## src/rtl/countdown_timer_pkg.sv

```systemverilog
// Shared definitions for the countdown timer and stopwatch cores: FSM states, BCD digit
// limits and a clamp helper for preset digits.
package countdown_timer_pkg;

  typedef enum logic [1:0] {
    StIdle,
    StArmed,
    StRun,
    StExpired
  } state_e;

  localparam logic [3:0] Digit9 = 4'd9;
  localparam logic [3:0] Digit5 = 4'd5;

  function automatic logic [3:0] clamp_digit(input logic [3:0] value, input logic [3:0] lim);
    return (value > lim) ? lim : value;
  endfunction

endpackage

```

## src/rtl/countdown_timer_if.sv

```systemverilog
// Control, preset and display-digit bundle between the timer core and its user.
interface countdown_timer_if;
  logic       load;
  logic       enable;
  logic [3:0] preset_min;
  logic [3:0] preset_tensec;
  logic [3:0] preset_sec;
  logic [3:0] min;
  logic [3:0] tensec;
  logic [3:0] sec;
  logic [3:0] decisec;
  logic [3:0] centisec;
  logic       running;
  logic       done;
  logic       alarm;

  modport master (
    output load, enable, preset_min, preset_tensec, preset_sec,
    input  min, tensec, sec, decisec, centisec, running, done, alarm
  );

  modport slave (
    input  load, enable, preset_min, preset_tensec, preset_sec,
    output min, tensec, sec, decisec, centisec, running, done, alarm
  );
endinterface

```

## src/rtl/countdown_timer_bcd_down_digit.sv

```systemverilog
// One BCD digit of the down-counting borrow chain; wraps 0 -> limit when borrowed from.
module bcd_down_digit (
  input  logic [3:0] value,
  input  logic [3:0] limit,
  input  logic       borrow_in,
  output logic [3:0] next,
  output logic       borrow_out
);

  always_comb begin
    next       = value;
    borrow_out = 1'b0;
    if (borrow_in) begin
      if (value == 4'd0) begin
        next       = limit;
        borrow_out = 1'b1;
      end else begin
        next = value - 4'd1;
      end
    end
  end

endmodule

```

## src/rtl/countdown_timer.sv

```systemverilog
// M:SS.cc countdown timer: loads a clamped preset, counts down one centisecond per edge,
// flags expiry and holds the alarm for a fixed number of cycles.
module countdown_timer
  import countdown_timer_pkg::*;
#(
  parameter int unsigned MinMax      = 9,
  parameter int unsigned AlarmCycles = 200
) (
  input logic              clk,
  input logic              rst_n,
  countdown_timer_if.slave bus
);

  localparam int unsigned CntW   = (AlarmCycles > 1) ? $clog2(AlarmCycles) : 1;
  localparam logic [3:0]  MinLim = 4'(MinMax);
  // Index 0 is centiseconds, index 4 is minutes.
  localparam logic [4:0][3:0] Limits = {Digit9, Digit5, Digit9, Digit9, Digit9};

  state_e          state_q;
  logic [4:0][3:0] dig_q;
  logic [4:0][3:0] dig_dec;
  logic [5:0]      borrow;
  logic [CntW-1:0] alarm_cnt_q;
  logic            running_q, done_q, alarm_q;
  logic [4:0][3:0] preset;
  logic            preset_zero;
  logic            reach_zero;

  assign borrow[0] = 1'b1;

  for (genvar i = 0; i < 5; i++) begin : g_digit
    bcd_down_digit u_digit (
      .value     (dig_q[i]),
      .limit     (Limits[i]),
      .borrow_in (borrow[i]),
      .next      (dig_dec[i]),
      .borrow_out(borrow[i+1])
    );
  end

  assign preset = {clamp_digit(bus.preset_min, MinLim),
                   clamp_digit(bus.preset_tensec, Digit5),
                   clamp_digit(bus.preset_sec, Digit9),
                   4'd0, 4'd0};
  assign preset_zero = (preset == '0);
  // Decrement lands on zero without borrowing out of the minutes digit.
  assign reach_zero  = (dig_dec == '0) && !borrow[5];

  always_ff @(posedge clk or negedge rst_n) begin
    if (!rst_n) begin
      state_q     <= StIdle;
      dig_q       <= '0;
      alarm_cnt_q <= '0;
      running_q   <= 1'b0;
      done_q      <= 1'b0;
      alarm_q     <= 1'b0;
    end else if (bus.load) begin
      dig_q       <= preset;
      state_q     <= preset_zero ? StIdle : StArmed;
      alarm_cnt_q <= '0;
      running_q   <= 1'b0;
      done_q      <= 1'b0;
      alarm_q     <= 1'b0;
    end else begin
      unique case (state_q)
        StIdle: begin
        end
        StArmed, StRun: begin
          if (bus.enable) begin
            dig_q <= dig_dec;
            if (reach_zero) begin
              state_q     <= StExpired;
              running_q   <= 1'b0;
              done_q      <= 1'b1;
              alarm_q     <= 1'b1;
              alarm_cnt_q <= CntW'(AlarmCycles - 1);
            end else begin
              state_q   <= StRun;
              running_q <= 1'b1;
            end
          end else begin
            state_q   <= StArmed;
            running_q <= 1'b0;
          end
        end
        StExpired: begin
          if (alarm_cnt_q != '0) begin
            alarm_cnt_q <= alarm_cnt_q - 1'b1;
          end else begin
            alarm_q <= 1'b0;
          end
        end
      endcase
    end
  end

  assign bus.min      = dig_q[4];
  assign bus.tensec   = dig_q[3];
  assign bus.sec      = dig_q[2];
  assign bus.decisec  = dig_q[1];
  assign bus.centisec = dig_q[0];
  assign bus.running  = running_q;
  assign bus.done     = done_q;
  assign bus.alarm    = alarm_q;

endmodule

```

## src/flat_wrapper.sv

```systemverilog
// flat-port wrapper written by rule: the top's interface ports become plain ports
module countdown_timer_flat import countdown_timer_pkg::*;
#(
  parameter int unsigned MinMax      = 9,
  parameter int unsigned AlarmCycles = 200
)
  (clk, rst_n, bus_load, bus_enable, bus_preset_min, bus_preset_tensec, bus_preset_sec, bus_min, bus_tensec, bus_sec, bus_decisec, bus_centisec, bus_running, bus_done, bus_alarm);
  countdown_timer_if bus_i ();
  input logic clk;
  input logic rst_n;
  input wire logic [$bits(bus_i.load)-1:0] bus_load;
  input wire logic [$bits(bus_i.enable)-1:0] bus_enable;
  input wire logic [$bits(bus_i.preset_min)-1:0] bus_preset_min;
  input wire logic [$bits(bus_i.preset_tensec)-1:0] bus_preset_tensec;
  input wire logic [$bits(bus_i.preset_sec)-1:0] bus_preset_sec;
  output wire logic [$bits(bus_i.min)-1:0] bus_min;
  output wire logic [$bits(bus_i.tensec)-1:0] bus_tensec;
  output wire logic [$bits(bus_i.sec)-1:0] bus_sec;
  output wire logic [$bits(bus_i.decisec)-1:0] bus_decisec;
  output wire logic [$bits(bus_i.centisec)-1:0] bus_centisec;
  output wire logic [$bits(bus_i.running)-1:0] bus_running;
  output wire logic [$bits(bus_i.done)-1:0] bus_done;
  output wire logic [$bits(bus_i.alarm)-1:0] bus_alarm;
  assign bus_i.load = bus_load;
  assign bus_i.enable = bus_enable;
  assign bus_i.preset_min = bus_preset_min;
  assign bus_i.preset_tensec = bus_preset_tensec;
  assign bus_i.preset_sec = bus_preset_sec;
  assign bus_min = bus_i.min;
  assign bus_tensec = bus_i.tensec;
  assign bus_sec = bus_i.sec;
  assign bus_decisec = bus_i.decisec;
  assign bus_centisec = bus_i.centisec;
  assign bus_running = bus_i.running;
  assign bus_done = bus_i.done;
  assign bus_alarm = bus_i.alarm;
  countdown_timer #(.MinMax(MinMax), .AlarmCycles(AlarmCycles)) u_core (.clk(clk), .rst_n(rst_n), .bus(bus_i));
endmodule
```

## config.mk

```make
export PLATFORM = sky130hd
export DESIGN_NAME = countdown_timer_flat
export DESIGN_NICKNAME = d
export VERILOG_FILES = /design/src/rtl/countdown_timer_pkg.sv /design/src/rtl/countdown_timer_if.sv /design/src/rtl/countdown_timer_bcd_down_digit.sv /design/src/rtl/countdown_timer.sv /design/src/flat_wrapper.sv
export SDC_FILE = /design/constraint.sdc
export NUM_CORES = 1
export LEC_CHECK = 0
export BUFFER_PORTS_ARGS = -buffer_cell sky130_fd_sc_hd__buf_2
export CORE_ASPECT_RATIO = 0.6
export CORE_MARGIN = 3
export CORE_UTILIZATION = 49
export CTS_CLUSTER_DIAMETER = 150
export DETAILED_ROUTE_END_ITERATION = 7
export PLACE_DENSITY = 0.86
export SETUP_SLACK_MARGIN = 0.4
export SYNTH_ARGS = -nofsm -noshare
export SYNTH_HDL_FRONTEND = slang
export SYNTH_SLANG_ARGS = --single-unit
```

## constraint.sdc

```tcl
create_clock -name clk -period 2.1 [get_ports clk]
set_input_delay 0.21 -clock clk [delete_from_list [all_inputs] [get_ports clk]]
set_output_delay 0.21 -clock clk [all_outputs]
set_load 0.01 [all_outputs]
```

==> results of run 1 <==
==> logic make-up after synthesis <==
group | Yosys count | synth area share (%)
AOI/OAI and AO/OA | 56 | 19.60
xor gates and xnor gates | 6 | 2.725
adders and majority gates | 3 | 1.947
buffers and inverters | 13 | 2.920
DFF | 33 | 42.83
muxes | 3 | 1.557
and+or+nand+nor | 103 | 28.42
==> routing by layer <==
layer	routed length, microns	vias up	global-route usage, %
met5	0	-	0
met4	350	0	11.40
met3	1015	52	9.173
met2	3195	214	47.10
met1	2950	1094	38.45
li1	-	979	-
==> worst reg2reg max path, delay by kind of cell, from the launching register on <==
family / cells / cell delay, ps
compound gates: 3 / 600
buf+inv: 2 / 420
flops: 1 / 430
simple gates: 2 / 540
==> path summary, 6_finish.rpt <==
| kind | slack [ps] | to | start |
|---|---|---|---|
| worst min-delay path | 150 | u_core.bus.sec[2] | bus_preset_sec[3] |
| max in group asynchronous | 1060 | u_core.bus.min[2] | rst_n |
| worst max-delay path | 10 | u_core.alarm_cnt_q[0] | u_core.bus.min[3] |
| min in group asynchronous | 510 | u_core.bus.centisec[2] | rst_n |
| worst max register to register | 10 | u_core.alarm_cnt_q[0] | u_core.bus.min[3] |
| worst min register to register | 510 | u_core.bus.done | u_core.bus.done |
==> repair_timing <==
item	CTS	global route
buffers inserted	19	9
gates resized for setup	22	27
setup endpoints to repair	23	28
pin swaps	13	15
hold endpoints to repair	20	0
hold buffers	1	0
==> cells in the final DEF (no fill, tap or decap), types with 3 or more instances in the layout <==
cell / n
nand3_1: 3
nand2_1: 24
o21ai_1: 3
mux2i_1: 3
nor2_2: 5
o21ai_0: 6
nor2_1: 17
buf_4: 37
or4_1: 3
o21a_1: 4
dfrtp_1: 29
nor4_4: 3
nor3_4: 5
buf_2: 38
xnor2_1: 5
a21oi_1: 18
dfrtp_2: 4
buf_6: 10
nor4_1: 3
inv_1: 4
clkbuf_8: 6
nor3_1: 11
==> flip-flops by register name (all words and copies together), names as in the netlist <==
name,flops
u_core.bus.sec,4
u_core.bus.centisec,4
u_core.bus.done,1
u_core.state_q,2
u_core.alarm_cnt_q,8
u_core.bus.alarm,1
u_core.bus.min,4
u_core.bus.tensec,4
u_core.bus.running,1
u_core.bus.decisec,4
==> cell type report <==
type	instances	area share [%]
Clock buffer	7	2.964
Inverter	5	0.6443
Multi-Input combinational cell	171	44.63
Timing Repair Buffer	86	20.27
Clock inverter	1	1.031
Sequential cell	33	28.52
Tap cell	45	1.933
==> power groups by stage <==
stage	logic, mW	clock network [mW]	registers (mW)
finish	0.938	0.644	0.786
global route	0.992	0.676	0.791
CTS	0.779	0.637	0.772
detailed placement	0.640	0	0.781
global placement	0.625	0	0.776
floorplan	0.371	0	0.812
==> flow_summary.ini, run 1 <==
[synthesis]
syn_avg_cell_area_sq_um = 8.885
ys.flop_type = dfrtp_1
yosysMostFrequentCell = dfrtp_1
synth_edf_count = 0
synth_warnings = 0
ys_top_cells_by_count = dfrtp_1 (33), nand2_1 (25), nor2_1 (24), a21oi_1 (20), nor3_1 (17)
synth.distinct_cells = 49
synthCells = 217
synthTopCellsByArea = dfrtp_1 (43%), a21oi_1 (5.2%), nand2_1 (4.9%)
yosys.area.top_type_share_pct = 42.83
async_reset_ff_share_pct = 100.0
synth_nets = 236
synth_top_area_cell = dfrtp_1
syn_area_sq_um = 1928
ys_ff_latch = 33
ys_seq_area_share_pct = 42.83

[layout]
seqCellArea_sq_um = 830.8
multi_input_area_sq_um = 1300
final_cell_count_no_fill = 348
post-route-util_pct = 83.14
area_growth_pct = 51.07
drive_above_1_share_pct = 46.20
nets = 321
num-fill-cells = 169
antenna_cells = 0
postLayoutCellArea_sq_um = 2913

[sta]
finalSetupTns_ps = 0
max_freq_mhz = 479.5
hold_viol = 0
worst_slew_pin_slew_ps = 744.8
skew_ps = 9.153
setup_ws_ps = 14.63
fin_crit_sh_pct = 99.30
relSlewSlack_pct = 50.35
min_period_ps = 2085
drv_slew = 0
rsz0062_at_grt = yes
setup_viol = 0
holdWs_ps = 149.4

[global_routing]
grt_overflow_total = 0
grt_max_degree = 35
grt_pass1_vias = 2101
antenna_found_initial = 0
grt_pass1_wl_microns = 10340
grt_use_total_pct = 29.66

[detailed_routing]
drt_iter0_drc = 399
drt_first_pass_iters = 8
post-route-drc-count = 6
postRouteAntennaNets = 0
drt-wirelength-per-cell_microns = 21.58
via_count = 2339
wl_microns = 7511
viasPerCell = 6.721

[clocking]
tritoncts = built
numCtsBuffers = 5
cts_root_buf = clkbuf_8
htree_levels = 2
clkTransAtPathRegs_ps = 70
insertion_delay_ps = 300
cts.sinks = 33
clk_path_buf_depth = 2

[floorplan]
row_count = 16
fp.coreArea_sq_um = 3503
dieArea_sq_um = 4748
die_h_microns = 54.59
die_w_microns = 86.98
start_util_pct = 55.04
ios = 39

[power]
total_power_mw = 2.367
cellPowerDensity_nw_per_um2 = 812.8
intPower_mw = 1.511
seqPwrFrac_pct = 33.2
ir_drop_mv = 0.6378
leakage_nw = 1.287
p_sw_share_pct = 36.16
pwr-share-clk_pct = 27.2
p_comb_share_pct = 39.6
power_switching_uw = 856.1

[hold_path]
hold_class = input pin to flip-flop
holdPathStages = 2

[worst_setup_path]
start_kind = flip-flop
path_delay_family = compound AO/OA/AOI/OAI gates
cp_data_required_time_ps = 2310
critPathKind = flip-flop to flip-flop
r2r_cells = 7
path_cells = nor4b_4, nand4_1, buf_4, o32ai_2, buf_4, a21oi_1, a211oi_1
cp.depth = 7
worstPathArrival_ps = 2290
critPathSlowestCell = dfrtp_2
cp_num_buf_inv = 2
max_stage_delay_ps = 430
path_common_cell = buf_4
endpoint_kind = flip-flop
critPathMaxFanout = 5

[placement]
place_congestion = 0.8745
place_ws_ps = 48.82
postPlaceCellArea_sq_um = 2351
portBuffers = 38
hpwl_microns = 3905
dp.cells = 311

[job]
maxCapViolations = 0

[run_status]
outcome = complete, but fails checks
violations = DRC
No activity file was read; power rests on OpenSTA's default activity.
==> run 2, diff against run 1 <==
--- a/config.mk
+++ b/config.mk
@@ -8,10 +8,11 @@
 export BUFFER_PORTS_ARGS = -buffer_cell sky130_fd_sc_hd__buf_2
 export CORE_ASPECT_RATIO = 0.6
 export CORE_MARGIN = 3
-export CORE_UTILIZATION = 49
+export CORE_UTILIZATION = 59
 export CTS_CLUSTER_DIAMETER = 150
+export CTS_CLUSTER_SIZE = 16
 export DETAILED_ROUTE_END_ITERATION = 7
-export PLACE_DENSITY = 0.86
+export PLACE_DENSITY = 0.95
 export SETUP_SLACK_MARGIN = 0.4
 export SYNTH_ARGS = -nofsm -noshare
 export SYNTH_HDL_FRONTEND = slang
==> constraint.sdc (replaced) <==
create_clock -name clk -period 2.45 [get_ports clk]
set_input_delay 0.245 -clock clk [delete_from_list [all_inputs] [get_ports clk]]
set_output_delay 0.245 -clock clk [all_outputs]
set_load 0.01 [all_outputs]
==> flow_summary.ini, run 2 (same netlist as run 1, synthesis figures left out) <==
[run_status]
outcome = finished, final reports clean

[clocking]
clkTransAtPathRegs_ps = 80
cts.sinks = 33
insertion_delay_ps = 300
clk_path_buf_depth = 2
tritoncts = built
cts_root_buf = clkbuf_8
numCtsBuffers = 5
htree_levels = 2

[worst_setup_path]
r2r_cells = 7
critPathMaxFanout = 5
worstPathArrival_ps = 2320
r2r-end = u_core.bus.min[3]
critPathKind = flip-flop to flip-flop
start_kind = flip-flop
endpoint_kind = flip-flop
cp_data_required_time_ps = 2620
rrSetupSlack_ps = 310
crit_start = u_core.state_q[0]
cp-endpoint = u_core.bus.min[3]
r2r-start = u_core.state_q[0]

[global_routing]
grt_overflow_total = 0
antenna_found_initial = 0
grt_pass1_vias = 1854
grt_max_degree = 35
grt_use_total_pct = 30.41
grt_pass1_wl_microns = 9273

[sta]
max_freq_mhz = 466.2
setup_viol = 0
worst_slew_pin_slew_ps = 730.0
skew_ps = 14.16
finalSetupTns_ps = 0
min_period_ps = 2145
hold_viol = 0
relSlewSlack_pct = 51.34
rsz0062_at_grt = yes
drv_slew = 0
fin_crit_sh_pct = 87.54

[power]
leakage_nw = 1.064
cellPowerDensity_nw_per_um2 = 692.5
total_power_mw = 1.736
ir_drop_mv = 0.5196

[layout]
largest_reg_flops = 8
area_growth_pct = 29.98
nets = 291
layout_commonest_cell = buf_2
num-fill-cells = 158
post-route-util_pct = 83.98
drive_above_1_share_pct = 35.53
multi_input_area_sq_um = 1191
final_cell_mix = buf_2 (38), dfrtp_1 (29), nand2_1 (24)
largest_register = u_core.alarm_cnt_q
seqCellArea_sq_um = 830.8
antenna_cells = 0

[detailed_routing]
via_count = 2243
wl_microns = 6995
drt-wirelength-per-cell_microns = 22.21
viasPerCell = 7.121
drt_iter0_drc = 391
post-route-drc-count = 0
postRouteAntennaNets = 0
drt_first_pass_iters = 6

[floorplan]
row_count = 15
ios = 39
die_w_microns = 79.80
start_util_pct = 64.61
fp.coreArea_sq_um = 2984
die_h_microns = 50.28
dieArea_sq_um = 4012

[placement]
place_congestion = 0.9365
portBuffers = 38
hpwl_microns = 3772

[job]
maxCapViolations = 0

[hold_path]
hold_class = input pin to asynchronous set/reset pin
-- run 2: cell count changes in the layout (fill, tap and decap cells not counted), moves of 3 or more --
cell	change
o21ai_1	-3
nor2_1	+4
o21ai_0	+4
nor3_4	-3
nor2_2	-3
buf_4	-21
buf_6	-8
-- run 2: cell type report --
cell class              count  area share (%)
inverters                   5          0.7489
multi-input cells         171           47.53
well taps                  42           2.097
flip-flops and latches     33           33.15
repair buffers             56           13.28
clock buffers               8           3.195
-- run 2: critical path, stage by stage (launching register included) --
cell and delay, ps:
dfrtp_1 410, ha_4 290, and3b_2 200, nand4_1 270
buf_6 250, nor4b_2 350, xnor2_1 170, a21oi_1 90
-- run 2: worst min path at each step --
stage,to,slack [ps],cells after the start
detailed placement,u_core.bus.running,340,1
global placement,u_core.alarm_cnt_q[4],340,1
CTS,u_core.alarm_cnt_q[5],30,1
finish,u_core.alarm_cnt_q[7],2,1
floorplan,u_core.alarm_cnt_q[0],-50,0
global route,u_core.bus.running,60,1
-- run 2: per-layer routing --
| layer | routed length (microns) | up-vias | part of all wire (%) | track usage, % |
|---|---|---|---|---|
| met5 | 0 | - | 0 | 0 |
| met4 | 410 | 0 | 5.9 | 11.52 |
| met3 | 1022 | 57 | 15 | 8.961 |
| met2 | 2947 | 263 | 42 | 43.63 |
| met1 | 2614 | 1006 | 37 | 43.35 |
| li1 | - | 917 | - | - |
-- run 2: what timing repair did --
action                     CTS  global route
hold buffers                 0             0
resized for setup           14            20
setup endpoints to repair    7            11
cloned                       0             0
pin swaps                    8             4
buffers inserted             9             2
-- run 2: through the flow --
stage          cell area, sq um  std cells  setup slack [ps]  hold WS [ps]
2_1_floorplan              1928        217             405.1        -50.59
3_3_place_gp               2186        296             348.0         344.1
3_5_place_dp               2186        296             295.6         343.1
4_1_cts                    2404        313             401.5         31.41
5_1_grt                    2506        315             264.8         55.19
6_report                   2506        315             305.2         2.053
-- run 2: power by group --
group	total [mW]	internal, mW	leakage (nW)	switching (mW)
clock network	0.408	0.202	0.0395	0.206
logic	0.637	0.266	0.603	0.372
registers	0.690	0.601	0.422	0.0890
total	1.74	1.07	1.06	0.667
